==> src/rtl/hub75_pkg.sv <==
// Shared definitions for the HUB75 scan driver.
// Holds the scan FSM state type, the frame RAM geometry (address and data
// widths) and the bit position of each colour channel inside one plane of a
// frame RAM word. A word carries all planes: bit (plane*12 + ch).
package hub75_pkg;

    typedef enum logic [2:0] {
        ST_IDLE     = 3'd0,
        ST_PREFETCH = 3'd1,
        ST_SHIFT    = 3'd2,
        ST_LATCH    = 3'd3,
        ST_DISPLAY  = 3'd4,
        ST_GUARD    = 3'd5
    } scan_state_e;

    localparam int CH_PER_PLANE = 12;
    localparam int ADDR_W       = 10;
    localparam int DATA_W       = 48;
    localparam int SEL_W        = $clog2(DATA_W);

    localparam int CH_R0 = 0;
    localparam int CH_G0 = 1;
    localparam int CH_B0 = 2;
    localparam int CH_R1 = 3;
    localparam int CH_G1 = 4;
    localparam int CH_B1 = 5;
    localparam int CH_R2 = 6;
    localparam int CH_G2 = 7;
    localparam int CH_B2 = 8;
    localparam int CH_R3 = 9;
    localparam int CH_G3 = 10;
    localparam int CH_B3 = 11;

    // Larger of two integers, used to size counters at elaboration time.
    function automatic int max_int(input int x, input int y);
        return (x > y) ? x : y;
    endfunction

endpackage

==> src/rtl/hub75_bcm_timer.sv <==
// Loadable down-counter timing the DISPLAY and GUARD intervals.
// Ports:
//   clk, rst_n   clock, asynchronous active-low reset
//   i_start      load i_load_val and begin counting (wins over a running count)
//   i_load_val   interval length in cycles (must be >= 1)
//   o_done       high during the last cycle of the interval
// After a start, o_done rises exactly i_load_val cycles later counting the
// first cycle of the interval as cycle 1, so a load of N gives N cycles.
module hub75_bcm_timer
    import hub75_pkg::*;
#(
    parameter int CNT_W = 10
)
(
    input  logic             clk,
    input  logic             rst_n,
    input  logic             i_start,
    input  logic [CNT_W-1:0] i_load_val,
    output logic             o_done
);

    logic [CNT_W-1:0] r_cnt;
    logic             r_run;

    // Count register: loads N-1 so that the zero cycle is the Nth one.
    always_ff @(posedge clk or negedge rst_n) begin
        if (!rst_n) begin
            r_cnt <= {CNT_W{1'b0}};
            r_run <= 1'b0;
        end else if (i_start) begin
            r_cnt <= i_load_val - CNT_W'(1);
            r_run <= 1'b1;
        end else if (r_run && (r_cnt == {CNT_W{1'b0}})) begin
            r_run <= 1'b0;
        end else if (r_run) begin
            r_cnt <= r_cnt - CNT_W'(1);
        end else begin
            r_cnt <= r_cnt;
            r_run <= r_run;
        end
    end

    assign o_done = r_run && (r_cnt == {CNT_W{1'b0}});

endmodule

==> src/rtl/hub75_scan_driver.sv <==
// HUB75 RGB matrix scan driver with 4-plane binary-coded modulation.
// Reads colour words from the frame RAM (read-only port), shifts one row of
// COLS columns per plane, latches it, then lights the row for BASE_TIME<<plane
// cycles followed by a GUARD_CYC blanked gap.
// Ports:
//   clk, rst_n          clock, asynchronous active-low reset
//   enable              scanning runs while high (sampled in IDLE and at plane end)
//   mem_address         frame RAM word address = row*COLS + col
//   mem_clk             RAM clock (same as clk)
//   mem_write_enable    always 0
//   mem_output_data     RAM data, valid one cycle after mem_address
//   r0..b3              colour pins for the current column
//   a                   row address shown on the panel
//   blank               1 = LEDs off
//   sclk                shift clock, panel samples on the rising edge
//   latch               one-cycle latch pulse
//   frame_done          one-cycle pulse once every full frame
// All panel-facing outputs are registered; they are computed from the state
// the FSM is entering, so they line up exactly with the state they belong to.
module hub75_scan_driver
    import hub75_pkg::*;
#(
    parameter int COLS      = 128,
    parameter int ROWS      = 8,
    parameter int PLANES    = 4,
    parameter int BASE_TIME = 64,
    parameter int GUARD_CYC = 4
)
(
    input  logic              clk,
    input  logic              rst_n,
    input  logic              enable,
    output logic [ADDR_W-1:0] mem_address,
    output logic              mem_clk,
    output logic              mem_write_enable,
    input  logic [DATA_W-1:0] mem_output_data,
    output logic              r0,
    output logic              g0,
    output logic              b0,
    output logic              r1,
    output logic              g1,
    output logic              b1,
    output logic              r2,
    output logic              g2,
    output logic              b2,
    output logic              r3,
    output logic              g3,
    output logic              b3,
    output logic [2:0]        a,
    output logic              blank,
    output logic              sclk,
    output logic              latch,
    output logic              frame_done
);

    localparam int COL_W    = (COLS > 1) ? $clog2(COLS) : 1;
    localparam int PL_W     = (PLANES > 1) ? $clog2(PLANES) : 1;
    localparam int MAX_DISP = BASE_TIME << (PLANES - 1);
    localparam int CNT_W    = $clog2(max_int(MAX_DISP, GUARD_CYC)) + 1;

    scan_state_e              r_state;
    logic [2:0]               r_row;
    logic [PL_W-1:0]          r_plane;
    logic [COL_W-1:0]         r_col;
    logic                     r_phase;
    logic [ADDR_W-1:0]        r_addr;
    logic [CH_PER_PLANE-1:0]  r_rgb;
    logic [2:0]               r_a;
    logic                     r_blank;
    logic                     r_sclk;
    logic                     r_latch;
    logic                     r_frame_done;

    scan_state_e              w_state_nxt;
    logic [2:0]               w_row_nxt;
    logic [PL_W-1:0]          w_plane_nxt;
    logic [COL_W-1:0]         w_col_nxt;
    logic                     w_phase_nxt;
    logic [ADDR_W-1:0]        w_addr_nxt;
    logic [CH_PER_PLANE-1:0]  w_rgb_nxt;
    logic [2:0]               w_a_nxt;
    logic                     w_blank_nxt;
    logic                     w_sclk_nxt;
    logic                     w_latch_nxt;
    logic                     w_frame_done_nxt;
    logic                     w_tmr_start;
    logic [CNT_W-1:0]         w_tmr_load;
    logic                     w_tmr_done;
    logic [SEL_W-1:0]         w_slice_base;

    // Frame RAM word address of a given row and column.
    function automatic logic [ADDR_W-1:0] word_addr(input int row, input int col);
        return ADDR_W'(row * COLS + col);
    endfunction

    assign w_slice_base = SEL_W'(int'(r_plane) * CH_PER_PLANE);

    hub75_bcm_timer #(
        .CNT_W      (CNT_W)
    ) u_timer (
        .clk        (clk),
        .rst_n      (rst_n),
        .i_start    (w_tmr_start),
        .i_load_val (w_tmr_load),
        .o_done     (w_tmr_done)
    );

    // Next-state and next-output logic of the scan sequencer.
    always_comb begin
        w_state_nxt      = r_state;
        w_row_nxt        = r_row;
        w_plane_nxt      = r_plane;
        w_col_nxt        = r_col;
        w_phase_nxt      = r_phase;
        w_addr_nxt       = r_addr;
        w_rgb_nxt        = r_rgb;
        w_a_nxt          = r_a;
        w_frame_done_nxt = 1'b0;
        w_tmr_start      = 1'b0;
        w_tmr_load       = {CNT_W{1'b0}};

        case (r_state)
            ST_IDLE: begin
                if (enable) begin
                    w_state_nxt = ST_PREFETCH;
                    w_addr_nxt  = word_addr(int'(r_row), 0);
                end else begin
                    w_state_nxt = ST_IDLE;
                end
            end
            ST_PREFETCH: begin
                // Column 0 is being read now; queue column 1 for its phase 0.
                w_state_nxt = ST_SHIFT;
                w_col_nxt   = {COL_W{1'b0}};
                w_phase_nxt = 1'b0;
                w_addr_nxt  = word_addr(int'(r_row), (COLS > 1) ? 1 : 0);
            end
            ST_SHIFT: begin
                if (!r_phase) begin
                    w_rgb_nxt   = mem_output_data[w_slice_base +: CH_PER_PLANE];
                    w_phase_nxt = 1'b1;
                end else if (int'(r_col) == COLS - 1) begin
                    w_state_nxt = ST_LATCH;
                    w_phase_nxt = 1'b0;
                    w_a_nxt     = r_row;
                end else begin
                    // Entering phase 0 of col+1, which presents the address of col+2.
                    w_col_nxt   = r_col + COL_W'(1);
                    w_phase_nxt = 1'b0;
                    w_addr_nxt  = word_addr(int'(r_row),
                                            (int'(r_col) + 2 < COLS) ? int'(r_col) + 2 : COLS - 1);
                end
            end
            ST_LATCH: begin
                w_state_nxt = ST_DISPLAY;
                w_tmr_start = 1'b1;
                w_tmr_load  = CNT_W'(BASE_TIME << int'(r_plane));
            end
            ST_DISPLAY: begin
                if (w_tmr_done) begin
                    w_state_nxt = ST_GUARD;
                    w_tmr_start = 1'b1;
                    w_tmr_load  = CNT_W'(GUARD_CYC);
                end else begin
                    w_state_nxt = ST_DISPLAY;
                end
            end
            ST_GUARD: begin
                if (w_tmr_done) begin
                    if (int'(r_plane) == PLANES - 1) begin
                        w_plane_nxt = {PL_W{1'b0}};
                        if (int'(r_row) == ROWS - 1) begin
                            w_row_nxt        = 3'd0;
                            w_frame_done_nxt = 1'b1;
                        end else begin
                            w_row_nxt = r_row + 3'd1;
                        end
                    end else begin
                        w_plane_nxt = r_plane + PL_W'(1);
                    end
                    if (enable) begin
                        w_state_nxt = ST_PREFETCH;
                        w_addr_nxt  = word_addr(int'(w_row_nxt), 0);
                    end else begin
                        w_state_nxt = ST_IDLE;
                    end
                end else begin
                    w_state_nxt = ST_GUARD;
                end
            end
            default: begin
                w_state_nxt = ST_IDLE;
            end
        endcase

        w_blank_nxt = (w_state_nxt != ST_DISPLAY);
        w_sclk_nxt  = (w_state_nxt == ST_SHIFT) && w_phase_nxt;
        w_latch_nxt = (w_state_nxt == ST_LATCH);
    end

    // State, position and registered panel outputs.
    always_ff @(posedge clk or negedge rst_n) begin
        if (!rst_n) begin
            r_state      <= ST_IDLE;
            r_row        <= 3'd0;
            r_plane      <= {PL_W{1'b0}};
            r_col        <= {COL_W{1'b0}};
            r_phase      <= 1'b0;
            r_addr       <= {ADDR_W{1'b0}};
            r_rgb        <= {CH_PER_PLANE{1'b0}};
            r_a          <= 3'd0;
            r_blank      <= 1'b1;
            r_sclk       <= 1'b0;
            r_latch      <= 1'b0;
            r_frame_done <= 1'b0;
        end else begin
            r_state      <= w_state_nxt;
            r_row        <= w_row_nxt;
            r_plane      <= w_plane_nxt;
            r_col        <= w_col_nxt;
            r_phase      <= w_phase_nxt;
            r_addr       <= w_addr_nxt;
            r_rgb        <= w_rgb_nxt;
            r_a          <= w_a_nxt;
            r_blank      <= w_blank_nxt;
            r_sclk       <= w_sclk_nxt;
            r_latch      <= w_latch_nxt;
            r_frame_done <= w_frame_done_nxt;
        end
    end

    assign mem_address      = r_addr;
    assign mem_clk          = clk;
    assign mem_write_enable = 1'b0;
    assign r0               = r_rgb[CH_R0];
    assign g0               = r_rgb[CH_G0];
    assign b0               = r_rgb[CH_B0];
    assign r1               = r_rgb[CH_R1];
    assign g1               = r_rgb[CH_G1];
    assign b1               = r_rgb[CH_B1];
    assign r2               = r_rgb[CH_R2];
    assign g2               = r_rgb[CH_G2];
    assign b2               = r_rgb[CH_B2];
    assign r3               = r_rgb[CH_R3];
    assign g3               = r_rgb[CH_G3];
    assign b3               = r_rgb[CH_B3];
    assign a                = r_a;
    assign blank            = r_blank;
    assign sclk             = r_sclk;
    assign latch            = r_latch;
    assign frame_done       = r_frame_done;

endmodule

==> config.mk <==
export PLATFORM = sky130hd
export DESIGN_NAME = hub75_scan_driver
export DESIGN_NICKNAME = d
export VERILOG_FILES = /design/src/rtl/hub75_pkg.sv /design/src/rtl/hub75_bcm_timer.sv /design/src/rtl/hub75_scan_driver.sv
export SDC_FILE = /design/constraint.sdc
export NUM_CORES = 1
export LEC_CHECK = 0
export ABC_CLOCK_PERIOD_IN_PS = 3400
export CAP_MARGIN = 15
export CORE_MARGIN = 5
export CORE_UTILIZATION = 49
export DETAILED_ROUTE_END_ITERATION = 8
export PLACE_DENSITY_LB_ADDON = 0.2
export SYNTH_ARGS = -nofsm -noshare
export SYNTH_HDL_FRONTEND = slang
export SYNTH_SLANG_ARGS = --single-unit
export TNS_END_PERCENT = 5
==> constraint.sdc <==
create_clock -name clk -period 3.4 [get_ports clk]
set_clock_uncertainty 0.05 [all_clocks]
set_input_delay 0.68 -clock clk [delete_from_list [all_inputs] [get_ports clk]]
set_output_delay 0.68 -clock clk [all_outputs]
set_load 0.1 [all_outputs]
==> metrics.txt <==
latest clock arrival within the worst-skew pair 410 ps; total global routing track utilization 18.58%; number of vias per cell after detailed routing 5.758; fraction of post-synthesis cell area in the top cell type by area 43.32%; wire length after detailed routing 7.423 mm; antenna violations before repair 0; count of different cell masters after synthesis 58; number of remaining DRC errors 0; hold buffers post-CTS 0; Buffers on Ports 80; number of enable flip-flop cells after synthesis 0; number of flip-flops and latches in the synthesized netlist 56; RSZ-0062 raised after global routing no; diode insertion count for antenna repair 0; count of synthesis-stage warnings from yosys 0; total congestion overflow 0; class of the most critical hold timing path primary input to asynchronous set/reset pin; Layout Utilization 64.55%; PD cells 887.0 nW/um^2; summed area of non-filler cells in the final layout 4075 sq um; outcome finished, final reports clean; RD Place Congestion 0.8691; via count of the first global-routing pass 2,632; routed length on met3 298 microns; setup TNS 0 ps; wire length on met2 3.863 mm; chip width 90.52 microns; data arrival time at the worst-slack endpoint 2510 ps; final-report hold violation count 0; Antenna Violating Nets Remaining 0; IR drop worst, VDD 0.7253 mV; worst hold margin 288.9 ps; most common library cell in the layout ignoring fill and taps dfrtp_1; number of standard cells after synthesis 297; share of layout cells above drive strength 1 24.06%; worst relative slew slack 36.65%; maximum capacitance violations 0; proportion of register bits with asynchronous set or reset after synthesis 100.0%; pin count of the biggest net entering global routing 36; die span in y 90.52 microns; post-CTS setup repair buffer count 0; crit end category output pin; overall power consumption 3614 uW; leading register cell type out of synthesis dfrtp_1; Syn Std Cell Area 3177 sq um; required time of the worst setup path 2670 ps; startpoint class of the critical path clock port; standard cell core area 6314 sq um; detailed-routing iteration count for the pre-antenna-repair pass 4; flop2flop setup slack 860 ps; Die ar. 8194 sq um; actual transition at the worst max-transition pin 954.1 ps; Mapped Nets 357; detailed placement HPWL 5.738 mm; effective utilization at floorplan 50.32%; most used cells in the layout excluding fill and tap cells dfrtp_1 (55), clkdlybuf4s50_1 (49), buf_4 (34); vias post-DR 2,597; clock-pin slew on the worst setup and hold paths 100 ps; starting DRC count in detailed routing 98; Worst Setup Path Type clock port to output pin; topmost layer with routed signal wires met4; routed length on met1 3.181 mm; cell area after placement 3939 sq um; sequential-to-total area share from yosys stat 44.15%; synthesized area per cell 10.70 sq um; fill count 523; number of cell rows 29; max-slew violation count 0; largest cells by area after synthesis dfrtp_1 (43%), mux4_2 (8.5%), mux2_2 (7.4%); reported leakage power 0.001788 uW; wire length of the first global-routing pass 12.65 mm; number of placed I/O pins 82; drt wl/cell 16.46 microns; synth-to-layout area growth 28.28%; number of nets at the end of the flow 433; maximum fanout along the worst path 2; area leader, netlist dfrtp_1; endpoints failing setup 0; TritonCTS clock tree done
-- logic make-up (layout without fill, tap and decap cells) --
logic type | count (synthesis) | count (layout) | synth area share (%)
adder cells (fa/ha/maj) | 9 | 9 | 3.545
multiplexers | 37 | 37 | 17.25
XOR/XNOR | 4 | 4 | 1.103
flip-flops | 56 | 56 | 44.15
AND/OR/NAND/NOR | 97 | 97 | 15.95
buffers and inverters | 32 | 109 | 4.529
AO/OA/AOI/OAI | 61 | 61 | 13.35
other | 1 | 1 | 0.1180
-- layer usage --
layer | GRT usage [%] | vias up
met5 | 0 | -
met4 | 5.211 | 0
met3 | 3.583 | 8
met2 | 31.17 | 61
met1 | 24.43 | 1282
li1 | - | 1246
-- metrics by stage --
stage                     setup WS [ps]  instances
after floorplan                   758.5        297
after global placement            30.40        440
after detailed placement          30.40        440
after CTS                         154.5        451
after global routing              141.6        451
final                             163.6        451
-- path summary, 6_finish.rpt --
check / endpoint / from / depth (start not counted)
setup / recovery: mem_clk / clk / 3
setup reg to reg: mem_address[4]$_DFFE_PN0P_ / u_timer.r_cnt[2]$_DFFE_PN0P_ / 4
min in group clk: a[2]$_DFFE_PN0P_ / a[2]$_DFFE_PN0P_ / 2
max in group asynchronous: blank$_DFF_PN1_ / rst_n / 2
hold reg to reg: a[2]$_DFFE_PN0P_ / a[2]$_DFFE_PN0P_ / 2
hold / removal: r_col[4]$_DFFE_PN0P_ / rst_n / 1
-- cells in the mapped netlist (2+ instances only) --
cell / count
a31oi_1: 5
o311ai_0: 2
a21o_1: 2
nand3_1: 17
ha_1: 9
nand2_1: 26
nand3b_1: 2
xor2_1: 3
mux2_2: 21
nand4_1: 4
nor4_1: 4
a21oi_1: 13
a211oi_1: 3
o21ai_0: 15
and3_1: 3
dfrtp_1: 55
or3_1: 2
or4_4: 2
nor3_1: 7
nor3b_1: 3
o31ai_1: 2
clkbuf_1: 10
buf_4: 3
nor2_1: 20
o211ai_1: 3
mux4_2: 12
buf_2: 4
inv_1: 13
mux2i_1: 3
-- critical path, stage by stage --
cell and delay, ps:
clkbuf_8 110, clkbuf_8 110, dlygate4sd2_1 580
-- report_power, final --
| group | total (uW) | switching (uW) | internal [uW] |
|---|---|---|---|
| logic | 1940 | 1370 | 569 |
| clock network | 584 | 331 | 253 |
| registers | 1090 | 203 | 884 |
| total | 3610 | 1910 | 1710 |
-- flip-flops by register name (all words and copies together) (netlist names), 2 cells and up --
register	count
a	3
r_plane	2
r_state	3
u_timer.r_cnt	10
r_row	3
r_col	7
mem_address	10
r_rgb	12
-- area by class of cell --
cell class | count | area (sq um) | share of cell area, %
clock buffers | 10 | 132.6 | 3.255
well taps | 77 | 96.34 | 2.364
repair buffers | 84 | 750.7 | 18.42
inverters | 13 | 48.80 | 1.197
flip-flops and latches | 56 | 1403 | 34.42
multi-input cells | 209 | 1630 | 40.01
clock inverters | 2 | 13.76 | 0.3377
-- timing repair --
item / in CTS / in global routing
resized for setup: 1 / 0
hold endpoints to repair: 0 / 0
setup endpoints to repair: 1 / 0
Power figures use the tool's default switching activity.
